===== src/rtl/multicycle_controller.sv =====
// multicycle_controller: Moore control FSM for a multicycle RV32I datapath.
// Ports: clk, rst (async, active-low); op/funct3/funct7 from the instruction register;
//   Zero/ALUResSign from the ALU; PCWrite, IRWrite, AdrSrc, MemWrite, RegWrite enables;
//   ALUSrcA/ALUSrcB/ResultSrc/ImmSrc/ALUControl datapath selects; CurState for observation.
// Option: define ILLEGAL_INSTR_HALT_EN to trap illegal op/funct3 in HALT until reset;
//   otherwise an illegal instruction retires as a 2-cycle NOP.
module multicycle_controller (
  input  logic       clk,
  input  logic       rst,
  input  logic [6:0] op,
  input  logic [2:0] funct3,
  input  logic [6:0] funct7,
  input  logic       Zero,
  input  logic       ALUResSign,
  output logic       PCWrite,
  output logic       IRWrite,
  output logic       AdrSrc,
  output logic       MemWrite,
  output logic       RegWrite,
  output logic [1:0] ALUSrcA,
  output logic [1:0] ALUSrcB,
  output logic [1:0] ResultSrc,
  output logic [2:0] ImmSrc,
  output logic [2:0] ALUControl,
  output logic [3:0] CurState
);
  typedef enum logic [3:0] {
    S_FETCH     = 4'd0,
    S_DECODE    = 4'd1,
    S_MEMADR    = 4'd2,
    S_MEMREAD   = 4'd3,
    S_MEMWB     = 4'd4,
    S_MEMWRITE  = 4'd5,
    S_EXECUTER  = 4'd6,
    S_EXECUTEI  = 4'd7,
    S_ALUWB     = 4'd8,
    S_BRANCH    = 4'd9,
    S_JAL       = 4'd10,
    S_JALR_CALC = 4'd11,
    S_JALR_JUMP = 4'd12,
    S_LUI       = 4'd13,
    S_HALT      = 4'd14
  } state_t;
  localparam logic [6:0] OP_LOAD  = 7'b0000011;
  localparam logic [6:0] OP_STORE = 7'b0100011;
  localparam logic [6:0] OP_R     = 7'b0110011;
  localparam logic [6:0] OP_I     = 7'b0010011;
  localparam logic [6:0] OP_B     = 7'b1100011;
  localparam logic [6:0] OP_JAL   = 7'b1101111;
  localparam logic [6:0] OP_JALR  = 7'b1100111;
  localparam logic [6:0] OP_LUI   = 7'b0110111;
`ifdef ILLEGAL_INSTR_HALT_EN
  localparam state_t S_ILLEGAL = S_HALT;
`else
  localparam state_t S_ILLEGAL = S_FETCH;
`endif
  state_t     r_state;
  state_t     w_next;
  logic       w_pcwrite;
  logic       w_irwrite;
  logic       w_memwrite;
  logic       w_regwrite;
  logic       w_f7_rsvd;
  logic       w_sub;
  logic [2:0] w_alu;
  logic       w_alu_ok;
  logic       w_take;
  logic       w_br_ok;
  // Only funct7[5] selects sub; the remaining bits carry no meaning in this ISA subset.
  assign w_f7_rsvd = |{funct7[6], funct7[4:0]};
  assign w_sub     = (op == OP_R) & (funct7[5] | (w_f7_rsvd & 1'b0));
  assign w_alu     = funct3 == 3'b000 ? {2'b00, w_sub} :
                     funct3 == 3'b111 ? 3'b010 :
                     funct3 == 3'b110 ? 3'b011 :
                     funct3 == 3'b100 ? 3'b100 : 3'b101;
  assign w_alu_ok  = funct3 inside {3'b000, 3'b111, 3'b110, 3'b100, 3'b010};
  assign w_take    = funct3 == 3'b000 ? Zero :
                     funct3 == 3'b001 ? ~Zero :
                     funct3 == 3'b100 ? ALUResSign : ~ALUResSign;
  assign w_br_ok   = funct3 inside {3'b000, 3'b001, 3'b100, 3'b101};
  always_ff @(posedge clk or negedge rst) begin
    if (!rst) r_state <= S_FETCH;
    else      r_state <= w_next;
  end
  always_comb begin
    w_next     = S_FETCH;
    w_pcwrite  = 1'b0;
    w_irwrite  = 1'b0;
    w_memwrite = 1'b0;
    w_regwrite = 1'b0;
    AdrSrc     = 1'b0;
    ALUSrcA    = 2'b00;
    ALUSrcB    = 2'b00;
    ResultSrc  = 2'b00;
    ImmSrc     = 3'b000;
    ALUControl = 3'b000;
    case (r_state)
      S_FETCH: begin
        w_irwrite = 1'b1;
        w_pcwrite = 1'b1;
        ALUSrcB   = 2'b10;
        ResultSrc = 2'b10;
        w_next    = S_DECODE;
      end
      S_DECODE: begin
        ALUSrcA = 2'b01;
        ALUSrcB = 2'b01;
        ImmSrc  = op == OP_JAL ? 3'b011 : 3'b010;
        case (op)
          OP_LOAD, OP_STORE: w_next = S_MEMADR;
          OP_R:              w_next = w_alu_ok ? S_EXECUTER : S_ILLEGAL;
          OP_I:              w_next = w_alu_ok ? S_EXECUTEI : S_ILLEGAL;
          OP_B:              w_next = w_br_ok ? S_BRANCH : S_ILLEGAL;
          OP_JAL:            w_next = S_JAL;
          OP_JALR:           w_next = S_JALR_CALC;
          OP_LUI:            w_next = S_LUI;
          default:           w_next = S_ILLEGAL;
        endcase
      end
      S_MEMADR: begin
        ALUSrcA = 2'b10;
        ALUSrcB = 2'b01;
        ImmSrc  = op == OP_STORE ? 3'b001 : 3'b000;
        w_next  = op == OP_STORE ? S_MEMWRITE : S_MEMREAD;
      end
      S_MEMREAD: begin
        AdrSrc = 1'b1;
        w_next = S_MEMWB;
      end
      S_MEMWB: begin
        ResultSrc  = 2'b01;
        w_regwrite = 1'b1;
      end
      S_MEMWRITE: begin
        AdrSrc     = 1'b1;
        w_memwrite = 1'b1;
      end
      S_EXECUTER: begin
        ALUSrcA    = 2'b10;
        ALUControl = w_alu;
        w_next     = S_ALUWB;
      end
      S_EXECUTEI: begin
        ALUSrcA    = 2'b10;
        ALUSrcB    = 2'b01;
        ALUControl = w_alu;
        w_next     = S_ALUWB;
      end
      S_ALUWB: w_regwrite = 1'b1;
      // Branch resolves in one cycle: the ALU compares rs1-rs2 while PCWrite
      // follows the live flags, so the PC takes the target computed in DECODE.
      S_BRANCH: begin
        ALUSrcA    = 2'b10;
        ALUControl = 3'b001;
        w_pcwrite  = w_take;
      end
      S_JAL, S_JALR_JUMP: begin
        ALUSrcA   = 2'b01;
        ALUSrcB   = 2'b10;
        w_pcwrite = 1'b1;
        w_next    = S_ALUWB;
      end
      S_JALR_CALC: begin
        ALUSrcA = 2'b10;
        ALUSrcB = 2'b01;
        w_next  = S_JALR_JUMP;
      end
      S_LUI: begin
        ImmSrc     = 3'b100;
        ResultSrc  = 2'b11;
        w_regwrite = 1'b1;
      end
      S_HALT:  w_next = S_HALT;
      default: w_next = S_FETCH;
    endcase
  end
  // Architectural enables are held off for as long as reset is asserted.
  assign PCWrite  = rst & w_pcwrite;
  assign IRWrite  = rst & w_irwrite;
  assign MemWrite = rst & w_memwrite;
  assign RegWrite = rst & w_regwrite;
  assign CurState = r_state;
endmodule


===== config.mk =====
export PLATFORM = sky130hd
export DESIGN_NAME = multicycle_controller
export DESIGN_NICKNAME = d
export VERILOG_FILES = /design/src/rtl/multicycle_controller.sv
export SDC_FILE = /design/constraint.sdc
export NUM_CORES = 1
export LEC_CHECK = 0
export CAP_MARGIN = 15
export CORE_MARGIN = 2
export CORE_UTILIZATION = 40
export CTS_CLUSTER_DIAMETER = 150
export DETAILED_ROUTE_END_ITERATION = 10
export DONT_BUFFER_PORTS = 1
export GPL_ROUTABILITY_DRIVEN = 0
export PLACE_DENSITY = 0.54
export SYNTH_ARGS = -nofsm -noshare
export SYNTH_HDL_FRONTEND = slang
export SYNTH_SLANG_ARGS = --single-unit

===== constraint.sdc =====
create_clock -name clk -period 3.65 [get_ports clk]
set_input_delay 0.73 -clock clk [delete_from_list [all_inputs] [get_ports clk]]
set_output_delay 0.73 -clock clk [all_outputs]
set_load 0.005 [all_outputs]

## Word-level counts from Yosys, hierarchy flattened

Cells that the tools add are included.

- Bits in writable memories: 0
- Bits in latches: 0
- Word-level logic and storage cells: 74
- Memories kept: 0
- Bits of input ports: 21
- Bits in read-only memories: 0
- Output and inout port bits: 21
- Flip-flop bits (word level): 4

- Divide/modulo/power cells: 0
- Muxes and demuxes: 25
- Reductions and logical operators: 13
- Multipliers: 0
- Order comparisons: 0
- Add/subtract/negate cells: 0
- Shift-type cells: 0
- Equality and inequality tests: 28
- Bitwise logic cells: 7

Operator list:

| cell | number |
|---|---|
| $pmux 4 s7 | 2 |
| $eq 4x4->1 const B | 7 |
| $eq 7x6->1 const B | 3 |
| $eq 7x7->1 const B | 3 |
| $mux 3 | 6 |
| $eq 4x3->1 const B | 4 |
| $eq 3x3->1 const B | 4 |
| $mux 1 | 10 |
| $pmux 3 s3 | 1 |
| $reduce_or 3->1 | 3 |
| $eq 4x2->1 const B | 2 |
| $pmux 2 s2 | 2 |
| $reduce_or 4->1 | 2 |
| $eq 7x2->1 const B | 1 |
| $eq 7x5->1 const B | 1 |
| $pmux 2 s3 | 1 |
| $pmux 3 s2 | 1 |
| $reduce_or 2->1 | 3 |
| $and 1x1->1 | 5 |
| $reduce_bool 5->1 | 1 |
| $reduce_or 5->1 | 1 |
| $eq 4x1->1 const B | 1 |
| $logic_not 4->1 | 1 |
| $mux 4 | 1 |
| 6 further kinds | 7 |

## Longest topological paths before layout

- Word-level depth: 6
- Depth in mapped cells: 5

## Least setup slack after synthesis

Ideal clock, no wire load.

- Path type: in2out
- Start point: input op[4]
- End point: output ImmSrc[0]
- Setup slack: 1.445 ns
- Path buffers: 1
- Arrival time: 1.475 ns
- Required time: 2.920 ns
- Cell stages on the path: 5
- Cell sequence: buf_2 > nand2b_4 > nor3_4 > nand4_1 > a21oi_1

- Word-level cells in the longest chain between the ends: 3
- Elaborated cells between the ends (all ways): 5
- Classes of those cells: eq/ne: 2; mux: 3

RTL lines:

| element | line | RTL |
|---|---|---|
| from (decl) | 10 | `input logic [6:0] op,` |
| $eq 7x6->1 / $eq 7x7->1 (equally long branches) | 123, 108 |  |
| $mux 1 (on tied branches) | 123, 108 |  |
| $pmux 3 s3 * | 97 | `case (r_state)` |
| to (decl) | 23 | `output logic [2:0] ImmSrc,` |

Every way passes the cells marked *; elsewhere a longest branch is shown, timed or not.

## Worst setup path after layout

- Start point: register r_state[3] (netlist: CurState[3])
- End point: output PCWrite

- Word-level cells in the longest chain between the ends: 4
- Elaborated cells between the ends (all ways): 7
- Classes of those cells: eq/ne: 3; mux: 1; bitwise: 1; reduce/logical: 2

RTL lines:

| element | line | RTL |
|---|---|---|
| from (decl) | 57 | `state_t r_state;` |
| from (signal assigned) | 83 | `else r_state <= w_next;` |
| $eq 4x4->1 / $logic_not 4->1 (equally long branches) | 97 |  |
| $reduce_or 3->1 (no source line) | -- |  |
| $pmux 1 s2 * | 97 |  |
| $and 1x1->1 * | 178 | `assign PCWrite = rst & w_pcwrite;` |
| to (decl) | 15 | `output logic PCWrite,` |

Marked as above.

==> out/metrics.csv <==
metric;value;unit
antenna_found_initial;0;
route.met3.wl;195;um
arrival;1.67;ns
synth-async-reset-ratio;100.0;%
finalSetupViolCount;0;
cts_sinks;4;
syn_area_per_cell;7.495;um2
grt_pass1_wl;3256;um
wl_per_cell;15.03;um
cellLeakagePower;0.2859;nW
dp_hpwl;1507;um
yosysSeqAreaShare;12.60;%
path_max_fanout;17;
avgViaCountPerCell;5.876;
cp-start-kind;flop;
route.detailed.drc;0;
yosys_register_bits;4;
die_w;48.57;um
core.rowCount;16;
coreArea;1922;um2
initial_core_util;41.34;%
max_freq;0.4170;GHz
highest_layer;met3;
grt_max_degree;21;
power_frac_seq;27.7;%
netlist_area;794.5;um2
vdd_drop_max;0.0003055;V
met1_length;881;um
hold_ws;0.1903;ns
hold_path.class;in2async;
final_antenna_net_count;0;
end_kind;primary output;
dr.pass1.iters;4;
syn_nets;127;
die-area;2359;um2
grt_usage;17.25;%
synth-edff-count;0;
yosys-top-cells-area;dfrtp_1 (13%), nand2_1 (5.2%), nor2_1 (5.2%);
clock_path_buffers;2;
die_h;48.57;um
postCtsHoldBufs;0;
status;finished clean;
powerDensity;447.0;nW/um2
grt_pass1_vias;684;
rsz0062_at_grt;false;
h-tree-depth;1;
dp_cells;126;
clk_latency;0.23;ns
swShare;48.83;%
worst_ep_required_time;2.92;ns
slew_headroom;61.63;%
ys_types;47;
portBuffers;0;
critPathKind;reg2out;
p_comb_share;57.2;%
finalMaxSlewViolations;0;
netlist.top_cell.by_area;dfrtp_1;
clockPowerShare;15.2;%
hold_viol;0;
yosysWarnings;0;
p_int;0.1837;mW
gr-total-overflow;0;
postCtsSetupBuffers;0;
largest_register_ffs;4;
ios;42;
cts_resized;0;
numCtsBuffers;3;
maxCapViolCount;0;
wirelength;1939;um
tightestPinTransition;0.5756;ns
timing.setup.tns;0;ns
layout-drive-gt1-share;16.67;%
drt_first_iter_violations;13;
n_antenna_cell;0;
fin_skew;0.004906;ns
path_clk_slew;0.04;ns
cts_tree;done;
synth_ff_type;dfrtp_1;
syn2layout_area_growth;1.102;%
wl_met2;862;um
fin_nets;125;
synth_cells;106;
fin_cells;129;
p_sw;0.1753;mW
vias;758;
period_minus_slack;2.398;ns
synth_top_cell_area_share;12.60;%
root_buffer;clkbuf_4;
min_period_over_period;65.70;%
## area by class of cell
class / instances / area (um2)
fillers: 210 / 1119
inverters: 5 / 18.77
well taps: 27 / 33.78
clock buffers: 3 / 22.52
flip-flops and latches: 4 / 100.1
multi-input cells: 90 / 628.1
## per-layer routing
metal / global-route usage, % / vias up
met2: 27.08 / 27
met3: 6.173 / 0
met4: 4.286 / 0
met5: 0 / -
met1: 22.61 / 350
li1: - / 381
## through the flow
stage	instance area, um2	setup WS, ns	power [mW]	utilization, %
6_report	803.3	1.252	0.3590	41.80
5_1_grt	803.3	1.115	0.3967	41.80
4_1_cts	803.3	1.236	0.3626	41.80
3_5_place_dp	780.7	1.360	0.3047	40.63
3_3_place_gp	780.7	1.355	0.3014	40.63
2_1_floorplan	794.5	1.445	0.2746	-
## power groups by stage
stage / clock [mW] / combinational, mW / sequential, mW
after floorplan: 0 / 0.203 / 0.0712
after global placement: 0 / 0.202 / 0.0990
after detailed placement: 0 / 0.205 / 0.0998
after CTS: 0.0571 / 0.206 / 0.0991
after global routing: 0.0620 / 0.231 / 0.103
final: 0.0544 / 0.205 / 0.0993
## placed cells by master, fill, tap and decap left out, types with 2 or more instances in the layout
cell,synthesis,routed
nand2b_4,2,2
xor2_1,2,2
a21oi_1,6,6
or3_1,2,2
o21ai_0,6,6
xnor2_1,2,2
and2b_1,2,2
nand2b_1,4,4
nor2b_1,2,2
clkbuf_4,0,3
nand2_1,11,11
o22ai_1,2,2
dfrtp_1,4,4
inv_1,5,5
o2bb2ai_1,2,2
nand3_1,3,3
nor2_1,11,11
nor3_1,2,2
and3_1,2,2
o21ai_1,3,3
## cell families after synthesis
logic type	count (synthesis)	share of synthesized area, %
xor+xnor	4	4.410
simple gates	52	42.68
mux	1	1.417
buf+inv	12	8.346
compound gates	33	30.55
flops	4	12.60
## final timing paths
path | start | end | slack, ns | cells past startpoint
worst min register to register | CurState[1] | CurState[3] | 0.83 | 2
max in group asynchronous | rst | CurState[0] | 3.39 | 0
worst max register to register | CurState[2] | CurState[3] | 2.13 | 4
worst min-delay path | rst | CurState[2] | 0.19 | 0
worst max-delay path | CurState[3] | PCWrite | 1.25 | 4
min in group clk | op[4] | CurState[2] | 0.68 | 2
## cell usage after synthesis, types with 3 or more instances
| master | n |
|---|---|
| nand2b_1 | 4 |
| a21oi_1 | 6 |
| dfrtp_1 | 4 |
| inv_1 | 5 |
| nor2_1 | 11 |
| o21ai_0 | 6 |
| o21ai_1 | 3 |
| nand2_1 | 11 |
| buf_2 | 5 |
| nand3_1 | 3 |
## critical path, stage by stage (launching register included)
cell and delay [ns]:
dfrtp_1 0.67, inv_1 0.23, o21ai_0 0.19, and2b_1 0.19, o21a_1 0.16
Power figures use the tool's default switching activity.
